File: src/rtl/if_id_stage.sv
// Instruction fetch sequencer plus IF/ID pipeline register, one fetch outstanding at most.
// Define IF_ID_NOP_BUBBLE_EN to make the bubble word addi x0,x0,0 instead of all-zeros.
module if_id_stage #(
  parameter logic [31:0] RESET_PC = 32'h0000_0000
) (
  input  logic        clk,
  input  logic        reset_n,
  output logic        imem_req_valid,
  input  logic        imem_req_ready,
  output logic [31:0] imem_addr,
  input  logic        imem_rsp_valid,
  input  logic [31:0] imem_rsp_data,
  input  logic        stall,
  input  logic        redirect,
  input  logic [31:0] redirect_pc,
  output logic        id_valid,
  output logic [31:0] id_pc,
  output logic [31:0] id_instr,
  output logic [6:0]  id_opcode
);

`ifdef IF_ID_NOP_BUBBLE_EN
  localparam logic [31:0] Bubble = 32'h0000_0013;
`else
  localparam logic [31:0] Bubble = 32'h0000_0000;
`endif

  localparam logic [2:0] StIdle = 3'd0;
  localparam logic [2:0] StReq  = 3'd1;
  localparam logic [2:0] StWait = 3'd2;
  localparam logic [2:0] StHold = 3'd3;
  localparam logic [2:0] StDrop = 3'd4;

  logic [2:0]  r_state;
  logic [31:0] r_pc;
  logic        r_id_valid;
  logic [31:0] r_id_pc;
  logic [31:0] r_id_instr;
  logic [31:0] r_hold;

  logic [2:0]  w_state_nxt;
  logic [31:0] w_pc_nxt;
  logic        w_id_valid_nxt;
  logic [31:0] w_id_pc_nxt;
  logic [31:0] w_id_instr_nxt;
  logic [31:0] w_hold_nxt;
  logic        w_fire;
  logic [31:0] w_pc_inc;

  assign imem_req_valid = (r_state == StReq);
  assign imem_addr      = r_pc;
  assign w_fire         = imem_req_valid & imem_req_ready;
  assign w_pc_inc       = r_pc + 32'd4;

  always_comb begin
    w_state_nxt    = r_state;
    w_pc_nxt       = r_pc;
    w_id_valid_nxt = r_id_valid;
    w_id_pc_nxt    = r_id_pc;
    w_id_instr_nxt = r_id_instr;
    w_hold_nxt     = r_hold;

    // ID consumes its instruction every unstalled cycle; a load below overrides this.
    if (!stall) begin
      w_id_valid_nxt = 1'b0;
      w_id_instr_nxt = Bubble;
    end

    if (redirect) begin
      w_pc_nxt       = {redirect_pc[31:2], 2'b00};
      w_id_valid_nxt = 1'b0;
      w_id_instr_nxt = Bubble;
      case (r_state)
        StReq:   w_state_nxt = w_fire ? StDrop : StReq;
        StWait:  w_state_nxt = imem_rsp_valid ? StReq : StDrop;
        StDrop:  w_state_nxt = imem_rsp_valid ? StReq : StDrop;
        default: w_state_nxt = StReq;
      endcase
    end else begin
      case (r_state)
        StIdle: w_state_nxt = StReq;
        StReq: begin
          if (w_fire) w_state_nxt = StWait;
        end
        StWait: begin
          if (imem_rsp_valid) begin
            if (!stall) begin
              w_id_valid_nxt = 1'b1;
              w_id_pc_nxt    = r_pc;
              w_id_instr_nxt = imem_rsp_data;
              w_pc_nxt       = w_pc_inc;
              w_state_nxt    = StReq;
            end else begin
              w_hold_nxt  = imem_rsp_data;
              w_state_nxt = StHold;
            end
          end
        end
        StHold: begin
          if (!stall) begin
            w_id_valid_nxt = 1'b1;
            w_id_pc_nxt    = r_pc;
            w_id_instr_nxt = r_hold;
            w_pc_nxt       = w_pc_inc;
            w_state_nxt    = StReq;
          end
        end
        StDrop: begin
          // Wrong-path response is swallowed here.
          if (imem_rsp_valid) w_state_nxt = StReq;
        end
        default: w_state_nxt = StIdle;
      endcase
    end
  end

  always_ff @(posedge clk or negedge reset_n) begin
    if (!reset_n) begin
      r_state    <= StIdle;
      r_pc       <= RESET_PC;
      r_id_valid <= 1'b0;
      r_id_pc    <= 32'h0000_0000;
      r_id_instr <= Bubble;
      r_hold     <= 32'h0000_0000;
    end else begin
      r_state    <= w_state_nxt;
      r_pc       <= w_pc_nxt;
      r_id_valid <= w_id_valid_nxt;
      r_id_pc    <= w_id_pc_nxt;
      r_id_instr <= w_id_instr_nxt;
      r_hold     <= w_hold_nxt;
    end
  end

  assign id_valid  = r_id_valid;
  assign id_pc     = r_id_pc;
  assign id_instr  = r_id_instr;
  assign id_opcode = r_id_instr[6:0];

endmodule

File: config.mk
export PLATFORM = sky130hd
export DESIGN_NAME = if_id_stage
export DESIGN_NICKNAME = d
export VERILOG_FILES = /design/src/rtl/if_id_stage.sv
export SDC_FILE = /design/constraint.sdc
export NUM_CORES = 1
export LEC_CHECK = 0
export BUFFER_PORTS_ARGS = -buffer_cell sky130_fd_sc_hd__clkbuf_2
export CORE_MARGIN = 2
export CORE_UTILIZATION = 55
export DETAILED_ROUTE_END_ITERATION = 10
export GPL_ROUTABILITY_DRIVEN = 1
export PLACE_DENSITY = 0.85
export SLEW_MARGIN = 20
export SYNTH_ARGS = -nofsm -noshare
export SYNTH_HDL_FRONTEND = slang
export SYNTH_SLANG_ARGS = --single-unit
File: constraint.sdc
create_clock -name clk -period 4.2 [get_ports clk]
set_input_delay 0.42 -clock clk [delete_from_list [all_inputs] [get_ports clk]]
set_output_delay 0.42 -clock clk [all_outputs]
set_load 0.02 [all_outputs]
==> metrics <==
Yosys cell types=44; Mapped Area=approximately 5700 um2; Critical path origin=r_state[2]$_DFFE_PN0P_; Worst VDD drop=~0.00034 V; commonest cells after routing, fill and taps aside=167 x clkbuf_2, 128 x dfrtp_1, 67 x mux2_2; worst setup path class=reg2reg; synth-to-layout area growth=26.0%; Worst Hold Class=in2async; slew margin rel.=between 40% and 50%; final worst setup slack=about 1.7 ns; fin nets=700; measured slew at the worst slew-check pin=~0.86 ns; H-tree depth=4; first-pass iteration count of the detailed router=5; drt wl/cell=roughly 18 um; fin crit share=about three fifths; PwrDens=between 500 and 600 nW/um2; Ports=175; Fmax achieved=407 MHz; max_cap viols=0; status=finished with violations; diode count=0; pre-CTS setup slack=1.43 ns; Die W=about 110 um; Max Slew Vio Count=0; Hold Slack=-0.00133 ns; worst-skew pair later-pin latency=slightly above 0.5 ns; deepest clock path buffer count=2; Final Hold Vio Count=1; vias in the first global route=4591; syn avg cell area=between 10 and 15 um2; chip height=106 um; Post-CTS Setup Bufs=0; Synth Warn #=0; crit path DAT=between 2 and 3 ns; Placer Congestion=0.819; RSZ-0062 raised after global routing=no; first-pass GRT wire length=approximately 23000 um; Root Buffer Master=clkbuf_8; Post-DRT Antenna Nets=0; fraction of layout cells with a size suffix above 1=between 40% and 50%; row count=37; CTS tree=yes; total track usage=about a quarter; sequential share of the synthesized area=a little under three fifths; final setup skew=around 0.0064 ns; clock-pin slew on the worst setup and hold paths=0.06 ns; Setup TNS=0 ns; Post-Route WL=around 14000 um; CP Launch Type=register; vias per cell=between 5 and 6; # DRC=0; commonest non-fill, non-tap cell in the layout=clkbuf_2; core box area=between 10000 and 15000 um2; Seq cells post-synth=128; largest net degree at the start of global routing=67; Die Footprint=roughly 11000 um2; failing checks=negative hold slack; initial DRC count=about 420; initial antenna violation count=0; Mapped Cells=470; non-filler instance count after layout=between 700 and 800; WP data required=4.60 ns; CP Max Fanout=14; clk sinks=128; IO Port Bufs=around 170; post-detail-place hpwl=around 9400 um; total CTS buffers=17; final setup fails=0; initial core utilization=55.9%; dpl cells=746; Worst Reg2Reg Path Length in Cells=5; leakage=between 3 and 4 nW; CTS-repair resized insts=0; Post-CTS Hold Fix Bufs=0; critical path endpoint category=register; Tmin final=2.46 ns; DR vias=about 4500; total congestion overflow=0; worst flop-to-flop path startpoint=r_state[2]$_DFFE_PN0P_
## layer usage
layer	GRT usage, %	up-vias	wire length, um
met5	0	-	0
met4	9.12	0	211
met3	6.93	27	1160
met2	43.1	233	7100
met1	32.7	2211	5680
li1	-	2036	-
## synth_stat cells
| cell type | count | area share (%) |
|---|---|---|
| a211oi_1 | 1 | 0.13 |
| a21oi_1 | 1 | 0.088 |
| a222oi_1 | 32 | 5.6 |
| and2_1 | 6 | 0.66 |
| and3_1 | 10 | 1.1 |
| and4_1 | 4 | 0.62 |
| buf_1 | 3 | 0.20 |
| buf_2 | 4 | 0.35 |
| buf_4 | 11 | 1.5 |
| buf_6 | 2 | 0.40 |
| clkbuf_1 | 19 | 1.3 |
| clkinv_1 | 1 | 0.066 |
| conb_1 | 1 | 0.066 |
| dfrtp_1 | 128 | 56 |
| ha_1 | 1 | 0.22 |
| inv_1 | 3 | 0.20 |
| mux2_2 | 67 | 13 |
| mux2i_1 | 1 | 0.18 |
| nand2_1 | 33 | 2.2 |
| nand3_1 | 12 | 1.1 |
| nand3b_1 | 2 | 0.26 |
| nand4_1 | 17 | 1.9 |
| nand4_2 | 1 | 0.22 |
| nand4b_1 | 2 | 0.31 |
| nor2_1 | 39 | 2.6 |
| nor3_1 | 1 | 0.088 |
| nor3_2 | 1 | 0.18 |
| nor3b_2 | 1 | 0.22 |
| nor3b_4 | 1 | 0.33 |
| nor4_1 | 2 | 0.22 |
| nor4_2 | 1 | 0.22 |
| nor4_4 | 1 | 0.37 |
| nor4bb_1 | 1 | 0.18 |
| o211a_1 | 1 | 0.18 |
| o211ai_2 | 1 | 0.22 |
| o21ai_0 | 22 | 1.9 |
| o21ai_1 | 4 | 0.35 |
| o221ai_1 | 1 | 0.15 |
| o311ai_0 | 1 | 0.15 |
| o311ai_1 | 1 | 0.15 |
| or2_2 | 1 | 0.11 |
| or3b_1 | 1 | 0.15 |
| xnor2_1 | 8 | 1.2 |
| xor2_1 | 19 | 2.9 |
## cells by family after synthesis
family / synth area share, %
AO/OA/AOI/OAI: 9.00
adder cells (fa/ha/maj): 0.220
flip-flops: 56.3
buffers and inverters: 3.91
AND/OR/NAND/NOR: 12.9
multiplexers: 13.4
XOR/XNOR: 4.16
other: 0.0659
## per-stage QoR
step | utilization [%] | power (mW) | area [um2]
2_1_floorplan | - | 2.30 | 5700
4_1_cts | 70.4 | 4.12 | 7170
6_report | 70.4 | 4.10 | 7170
3_5_place_dp | 64.6 | 2.67 | 6580
5_1_grt | 70.4 | 4.28 | 7170
3_3_place_gp | 64.6 | 2.61 | 6580
## critical path, stage by stage, from the launching register on
cell,delay [ns]
dfrtp_1,0.45
or3b_1,0.61
nor3b_4,0.65
nand4_1,0.19
xnor2_1,0.17
mux2_2,0.27
## flip-flops by register name, indices dropped and copies added (netlist names)
| name | count |
|---|---|
| id_pc | 30 |
| r_state | 3 |
| imem_addr | 30 |
| id_instr | 32 |
| r_hold | 32 |
| id_valid | 1 |
## cell type report
class | instances | area (um2)
Sequential cell | 128 | 3200
Fill cell | 761 | 3020
Multi-Input combinational cell | 302 | 2290
Timing Repair Buffer | 176 | 903
Clock buffer | 21 | 449
Tap cell | 136 | 170
Clock inverter | 10 | 136
Inverter | 4 | 15.0
## report_power, final
group	internal, mW	leakage [nW]	switching (mW)
combinational	0.395	1.58	0.513
sequential	1.53	1.67	0.205
clock	0.929	0.280	0.524
total	2.85	3.53	1.24
## path summary, 6_finish.rpt
check,end,slack [ns]
setup / recovery,imem_addr[22]$_DFFE_PN0P_,1.74
hold / removal,id_pc[28]$_DFFE_PN0P_,-0.001
setup reg to reg,imem_addr[22]$_DFFE_PN0P_,1.74
hold reg to reg,id_pc[25]$_DFFE_PN0P_,0.51
max in group asynchronous,id_pc[12]$_DFFE_PN0P_,3.22
min in group clk,imem_addr[2]$_DFFE_PN0P_,0.11
(Power assumes the default switching activity.)
